==> config.mk <==
export PLATFORM = sky130hd
export DESIGN_NAME = led_bank_arbiter
export DESIGN_NICKNAME = d
export VERILOG_FILES = /design/src/rtl/led_bank_arbiter.sv
export SDC_FILE = /design/constraint.sdc
export NUM_CORES = 1
export LEC_CHECK = 0
export ABC_AREA = 1
export BUFFER_PORTS_ARGS = -buffer_cell sky130_fd_sc_hd__buf_2
export CAP_MARGIN = 20
export CORE_UTILIZATION = 54
export CTS_BUF_LIST = sky130_fd_sc_hd__clkbuf_8
export DETAILED_ROUTE_END_ITERATION = 8
export GPL_TIMING_DRIVEN = 0
export PLACE_DENSITY_LB_ADDON = 0.08
export RECOVER_POWER = 50
export SLEW_MARGIN = 20
export SYNTH_ARGS = -nofsm -noshare
export SYNTH_HDL_FRONTEND = slang
export SYNTH_SLANG_ARGS = --single-unit
==> constraint.sdc <==
create_clock -name clk -period 2.4 [get_ports clk]
set_input_delay 0 -clock clk [delete_from_list [all_inputs] [get_ports clk]]
set_output_delay 0 -clock clk [all_outputs]
set_load 0.005 [all_outputs]
==> src/rtl/led_bank_arbiter.sv <==
// Time-slice arbiter sharing one 8-bit LED bank among NUM_SRC requesters.
// Round-robin slices, PR-source masking while decoupled, and a sticky alarm blink override.
module led_bank_arbiter #(
  parameter int NUM_SRC      = 4,
  parameter int SLICE_CYCLES = 12500000,
  parameter int BLINK_BIT    = 22
) (
  input  logic                 clk,
  input  logic                 reset,
  input  logic [NUM_SRC-1:0]   src_req,
  input  logic [8*NUM_SRC-1:0] src_pattern,
  input  logic                 pr_decouple,
  input  logic                 alarm,
  input  logic                 alarm_clr,
  output logic [7:0]           LED_out,
  output logic [NUM_SRC-1:0]   grant,
  output logic                 alarm_active
);

  localparam int IW = (NUM_SRC > 1) ? $clog2(NUM_SRC) : 1;
  localparam int SW = (SLICE_CYCLES > 1) ? $clog2(SLICE_CYCLES) : 1;
  localparam int BW = 26;

  typedef enum logic [1:0] {
    ST_IDLE,
    ST_SERVE,
    ST_ALARM
  } state_t;

  state_t             r_state,        w_state_nxt;
  logic [7:0]         r_led,          w_led_nxt;
  logic [NUM_SRC-1:0] r_grant,        w_grant_nxt;
  logic               r_alarm_active, w_alarm_active_nxt;
  logic [IW-1:0]      r_rr_ptr,       w_rr_ptr_nxt;
  logic [IW-1:0]      r_gidx,         w_gidx_nxt;
  logic [SW-1:0]      r_slice_cnt,    w_slice_cnt_nxt;
  logic [BW-1:0]      r_blink_cnt;

  logic [NUM_SRC-1:0] w_eff_req;
  logic               w_found;
  logic [IW-1:0]      w_win;
  logic [IW-1:0]      w_win_next_ptr;
  logic [7:0]         w_pat_win;
  logic [7:0]         w_pat_g;
  logic [7:0]         w_blink_led;
  logic               w_rotate;

  // The PR region's request is meaningless while its outputs are decoupled.
  assign w_eff_req = src_req & ~{{(NUM_SRC-1){1'b0}}, pr_decouple};

  always_comb begin
    w_found = 1'b0;
    w_win   = '0;
    for (int k = 0; k < NUM_SRC; k++) begin
      if (!w_found && w_eff_req[(int'(r_rr_ptr) + k) % NUM_SRC]) begin
        w_found = 1'b1;
        w_win   = IW'((int'(r_rr_ptr) + k) % NUM_SRC);
      end
    end
  end

  assign w_win_next_ptr = (w_win == IW'(NUM_SRC - 1)) ? '0 : w_win + IW'(1);
  assign w_pat_win      = src_pattern[{w_win, 3'b000} +: 8];
  assign w_pat_g        = src_pattern[{r_gidx, 3'b000} +: 8];
  assign w_blink_led    = r_blink_cnt[BLINK_BIT] ? 8'h00 : 8'hFF;
  // Dropout and slice expiry on the same edge fold into a single rotation.
  assign w_rotate       = !w_eff_req[r_gidx] || (r_slice_cnt == SW'(SLICE_CYCLES - 1));

  // NOTE: every always_comb output gets a default first so no path leaves it
  // unassigned; a missing default would infer a latch.
  always_comb begin
    w_state_nxt        = r_state;
    w_led_nxt          = r_led;
    w_grant_nxt        = r_grant;
    w_alarm_active_nxt = r_alarm_active;
    w_rr_ptr_nxt       = r_rr_ptr;
    w_gidx_nxt         = r_gidx;
    w_slice_cnt_nxt    = r_slice_cnt;

    if (alarm) begin
      w_state_nxt        = ST_ALARM;
      w_led_nxt          = w_blink_led;
      w_grant_nxt        = '0;
      w_alarm_active_nxt = 1'b1;
      w_slice_cnt_nxt    = '0;
    end else begin
      case (r_state)
        ST_IDLE: begin
          w_led_nxt   = 8'h00;
          w_grant_nxt = '0;
          if (w_found) begin
            w_state_nxt     = ST_SERVE;
            w_led_nxt       = w_pat_win;
            w_grant_nxt     = NUM_SRC'(1) << w_win;
            w_gidx_nxt      = w_win;
            w_rr_ptr_nxt    = w_win_next_ptr;
            w_slice_cnt_nxt = '0;
          end
        end
        ST_SERVE: begin
          w_led_nxt       = w_pat_g;
          w_slice_cnt_nxt = r_slice_cnt + SW'(1);
          if (w_rotate) begin
            if (w_found) begin
              w_led_nxt       = w_pat_win;
              w_grant_nxt     = NUM_SRC'(1) << w_win;
              w_gidx_nxt      = w_win;
              w_rr_ptr_nxt    = w_win_next_ptr;
              w_slice_cnt_nxt = '0;
            end else begin
              w_state_nxt     = ST_IDLE;
              w_led_nxt       = 8'h00;
              w_grant_nxt     = '0;
              w_slice_cnt_nxt = '0;
            end
          end
        end
        ST_ALARM: begin
          w_led_nxt          = w_blink_led;
          w_grant_nxt        = '0;
          w_alarm_active_nxt = 1'b1;
          if (alarm_clr) begin
            w_state_nxt        = ST_IDLE;
            w_led_nxt          = 8'h00;
            w_alarm_active_nxt = 1'b0;
            w_slice_cnt_nxt    = '0;
          end
        end
        default: begin
          w_state_nxt        = ST_IDLE;
          w_led_nxt          = 8'h00;
          w_grant_nxt        = '0;
          w_alarm_active_nxt = 1'b0;
        end
      endcase
    end
  end

  // NOTE: sequential state uses non-blocking assignments so every register
  // samples pre-edge values regardless of statement order.
  always_ff @(posedge clk) begin
    if (reset) begin
      r_state        <= ST_IDLE;
      r_led          <= 8'h00;
      r_grant        <= '0;
      r_alarm_active <= 1'b0;
      r_rr_ptr       <= '0;
      r_gidx         <= '0;
      r_slice_cnt    <= '0;
      r_blink_cnt    <= '0;
    end else begin
      r_state        <= w_state_nxt;
      r_led          <= w_led_nxt;
      r_grant        <= w_grant_nxt;
      r_alarm_active <= w_alarm_active_nxt;
      r_rr_ptr       <= w_rr_ptr_nxt;
      r_gidx         <= w_gidx_nxt;
      r_slice_cnt    <= w_slice_cnt_nxt;
      r_blink_cnt    <= r_blink_cnt + BW'(1);
    end
  end

  assign LED_out      = r_led;
  assign grant        = r_grant;
  assign alarm_active = r_alarm_active;

endmodule
==> impl_summary.txt <==
----------------------------------------------------
[Final layout]
  Fill cell count ... 680
  Seq. cell area ... 1320 µm²
  Antenna Cells ... 0
  Area Overhead vs Synth ... 14.1%
  Multi-input gate area ... 2450 µm²
  Most common cell after layout, fill and taps aside ... sky130_fd_sc_hd__nand2_1
  Layout Nets ... 724
  Final core utilization ... 64.6%
  Non-Filler Instances ... 780
  Leading cell types in the layout, fill and taps excluded ... sky130_fd_sc_hd__nand2_1 (139), sky130_fd_sc_hd__dfxtp_1 (66), sky130_fd_sc_hd__inv_1 (64)
  Proportion of layout cells with a drive suffix above 1 ... 17.5%

[Synth]
  Post-synthesis instance area ... 4150 µm²
  Avg Cell Area, Syn ... 6.76 µm²
  Post-synthesis cell type with the largest combined area ... sky130_fd_sc_hd__dfxtp_1
  Cell variety after synth ... 48
  Register bit total from synthesis ... 66
  Proportion of netlist area held by the largest area contributor ... 31.8%
  Number of enable-type register cells in the synthesized netlist ... 0
  Proportion of synthesized chip area in sequential cells ... 31.8%
  Warnings from Yosys ... 0
  Dominant synthesized flop cell ... sky130_fd_sc_hd__dfxtp_1
  Share of synthesized registers carrying an async set or reset ... 0%
  Gate count after technology mapping ... 614
  Cell types occupying the most area after synthesis ... sky130_fd_sc_hd__dfxtp_1 (32%), sky130_fd_sc_hd__nand2_1 (13%), sky130_fd_sc_hd__nand3_1 (7.5%)
  Net count after synthesis ... 661

[Power]
  Clk network pwr share ... 24.2%
  Net switching power ... 1.57 mW
  Share of power burned in combinational logic ... 45.1%
  Static Leak ... 1.94 nW
  Power density over cell area ... 821 nW/µm²
  Net switching fraction of the power ... 40.4%
  Internal cell power ... 2.32 mW
  Sequential cell fraction of total power ... 30.7%
  Peak ir drop on the vdd network ... 412 µV

[Route]
  Number of nets with antenna violations after detailed routing ... 0
  Total via count in the routed design ... 4,290
  Average vias per placed instance ... 5.50
  DR WL/cell ... 13.1 µm
  First-pass iteration count of the detailed router ... 5
  Number of design-rule violations left by the first detailed-router iteration ... 228
  DRC ... 0
  Detailed-route wire length ... 10,200 µm

[Worst setup path]
  Sort of element at the start of the critical path ... register
  Most repeated library cell on the critical path ... sky130_fd_sc_hd__nand2_1
  Cells along the critical path ... inv_1 > nand2_1 > nand2_2 > nand3_1 > nand2_1 > nand4_2 > nand2_4 > nand2_8 > buf_12 > ha_1 > o21ai_0 > a21oi_1
  Depth of the most critical reg-to-reg path ... 12
  Critical path buffers and inverters ... 2
  Setup crit end kind ... register
  Maximum fanout along the worst path ... 11
  Critical path capture point ... r_rr_ptr[1]
  Slowest cell on the critical path ... sky130_fd_sc_hd__dfxtp_1
  Critical path's top delay family ... simple AND/OR/NAND/NOR gates
  Category of the critical setup timing path ... reg -> reg
  Critical Path Source ... r_rr_ptr[1]
  Critical path required time ... 2.61 ns
  Start of the worst register-to-register path ... r_rr_ptr[1]
  Biggest cell delay along the critical path ... 0.37 ns
  Reg-to-reg setup timing slack ... 0.13 ns
  Worst endpoint data arrival time ... 2.49 ns
  R2R Path End ... r_rr_ptr[1]
  Stages on the worst setup path ... 12

[Timing]
  Max Clock Skew ... 0.00726 ns
  Fmax ... 440 MHz
  Hold violation count in the final report ... 0
  Least-Margin Pin Slew ... 0.495 ns
  Tcrit/Tclk final ... 94.7%
  Total negative setup slack ... 0 ns
  Slew Limit Fails ... 0
  Max transition margin ... 67.0%
  Total of endpoints with negative setup slack in the final report ... 0
  Unrepaired setup endpoints after global routing ... yes
  Worst path setup slack after routing ... 0.126 ns
  Post-layout min period ... 2.27 ns

[Place]
  Cell Count Post-Placement ... 765
  Setup slack at placement ... 0.0983 ns
  # port buffers ... 52
  Last weighted congestion value of the routability-driven placer ... 0.873
  Post-DP HPWL ... 7560 µm

[Floorplanning]
  Die width ... 89.7 µm
  Starting Density ... 56.6%
  Number of primary I/O pins ... 54
  Vertical die dimension ... 89.7 µm
  Core Rows ... 31
  Area inside the core boundary ... 7330 µm²
  DIE AREA ... 8050 µm²

[CTS]
  Clock transition at the registers of the reported paths ... 0.07 ns
  H-tree lvl count ... 3
  CTS tree ... built
  Number of setup buffers added after CTS ... 0
  Max Root-Sink Buffers ... 2
  # resized after CTS ... 0
  Clock Sink Count ... 66
  Hold buffers post-CTS ... 0
  Insertion delay to the later sink of the worst-skew pair ... 0.33 ns
  Total CTS buffers ... 9
  Clock tree root buffer cell ... sky130_fd_sc_hd__clkbuf_8

[Global routing]
  Number of global-route vias before repair ... 3,921
  All-Layer GR Usage ... 27.1%
  Maximum number of pins on one net before global-route repair ... 12
  Global-route wire length before repair ... 17,000 µm
  GRT overflow ... 0
  Initial antenna violation count ... 0

[Run]
  Max cap viols ... 0

[Hold path]
  Path class of the lowest-slack min-delay path ... in -> reg

[Run status]
  Status ... finished clean

----------------------------------------------------
worst register-to-register path, cell delays in order (launching register included):
cell	delay, ns
sky130_fd_sc_hd__dfxtp_1	0.37
sky130_fd_sc_hd__inv_1	0.24
sky130_fd_sc_hd__nand2_1	0.10
sky130_fd_sc_hd__nand2_2	0.10
sky130_fd_sc_hd__nand3_1	0.08
sky130_fd_sc_hd__nand2_1	0.09
sky130_fd_sc_hd__nand4_2	0.19
sky130_fd_sc_hd__nand2_4	0.21
sky130_fd_sc_hd__nand2_8	0.10
sky130_fd_sc_hd__buf_12	0.17
sky130_fd_sc_hd__ha_1	0.29
sky130_fd_sc_hd__o21ai_0	0.16
sky130_fd_sc_hd__a21oi_1	0.06
how the worst min path moves through the flow:
stage,start,end,slack [ns],depth (start not counted)
5_1_grt,alarm,alarm_active,0.05,3
2_1_floorplan,alarm,alarm_active,0.17,2
6_report,alarm,alarm_active,0.04,3
3_5_place_dp,LED_out[7],LED_out[7],0.37,1
3_3_place_gp,alarm,alarm_active,0.37,3
4_1_cts,alarm,alarm_active,0.03,3
area by class of cell:
type | count | area share (%)
Buffer | 19 | 2.72
Clock buffer | 11 | 3.20
Clock inverter | 4 | 1.08
Inverter | 69 | 5.47
Multi-Input combinational cell | 460 | 51.7
Sequential cell | 66 | 27.9
Tap cell | 99 | 2.61
Timing Repair Buffer | 52 | 5.34
stage by stage:
stage / power [mW] / hold WS (ns) / area (µm²)
after floorplan: 2.54 / 0.169 / 4150
after global placement: 2.91 / 0.367 / 4540
after detailed placement: 2.93 / 0.373 / 4540
after CTS: 3.88 / 0.0309 / 4740
after global routing: 4.13 / 0.0509 / 4740
final: 3.89 / 0.0391 / 4740
registers in the layout, indices dropped and copies added, names as in the netlist:
name          cells
r_slice_cnt      24
r_blink_cnt      23
LED_out           8
grant             4
r_gidx            2
r_rr_ptr          2
r_state           2
alarm_active      1
synth_stat cells (5+ instances only):
master	instances
sky130_fd_sc_hd__dfxtp_1	66
sky130_fd_sc_hd__a32o_1	6
sky130_fd_sc_hd__nand2_1	140
sky130_fd_sc_hd__a21oi_1	48
sky130_fd_sc_hd__clkbuf_1	8
sky130_fd_sc_hd__nor2_1	56
sky130_fd_sc_hd__nand3_1	62
sky130_fd_sc_hd__o21ai_0	20
sky130_fd_sc_hd__nand2_2	14
sky130_fd_sc_hd__nand3_2	8
sky130_fd_sc_hd__nand2_4	6
sky130_fd_sc_hd__nor3_1	26
sky130_fd_sc_hd__o21ai_1	6
sky130_fd_sc_hd__inv_1	63
sky130_fd_sc_hd__nand4_1	15
sky130_fd_sc_hd__xor2_1	10
sky130_fd_sc_hd__ha_1	6
sky130_fd_sc_hd__nand3b_1	5
per-layer routing:
layer	part of all wire [%]	routed length [µm]	GRT usage [%]
met1	45	4610	34.2
met2	47	4780	46.5
met3	6.7	682	6.31
met4	1.1	115	6.78
met5	0	0	0
power by group through the flow:
stage               Combinational [mW]  Clock (mW)  Sequential (mW)
global placement                  1.69           0             1.22
detailed placement                1.71           0             1.22
global route                      1.92        1.00             1.20
floorplan                         1.33           0             1.21
CTS                               1.72       0.958             1.19
finish                            1.75       0.941             1.19
cells by family (layout without fill, tap and decap cells):
group,after synthesis,in the layout,share of synthesized area (%)
simple gates,348,348,40.8
compound gates,93,93,13.6
buf+inv,88,155,9.28
flops,66,66,31.8
xor+xnor,13,13,2.74
fa+ha+maj,6,6,1.81
Note: power is estimated with default switching activity, not from simulation.
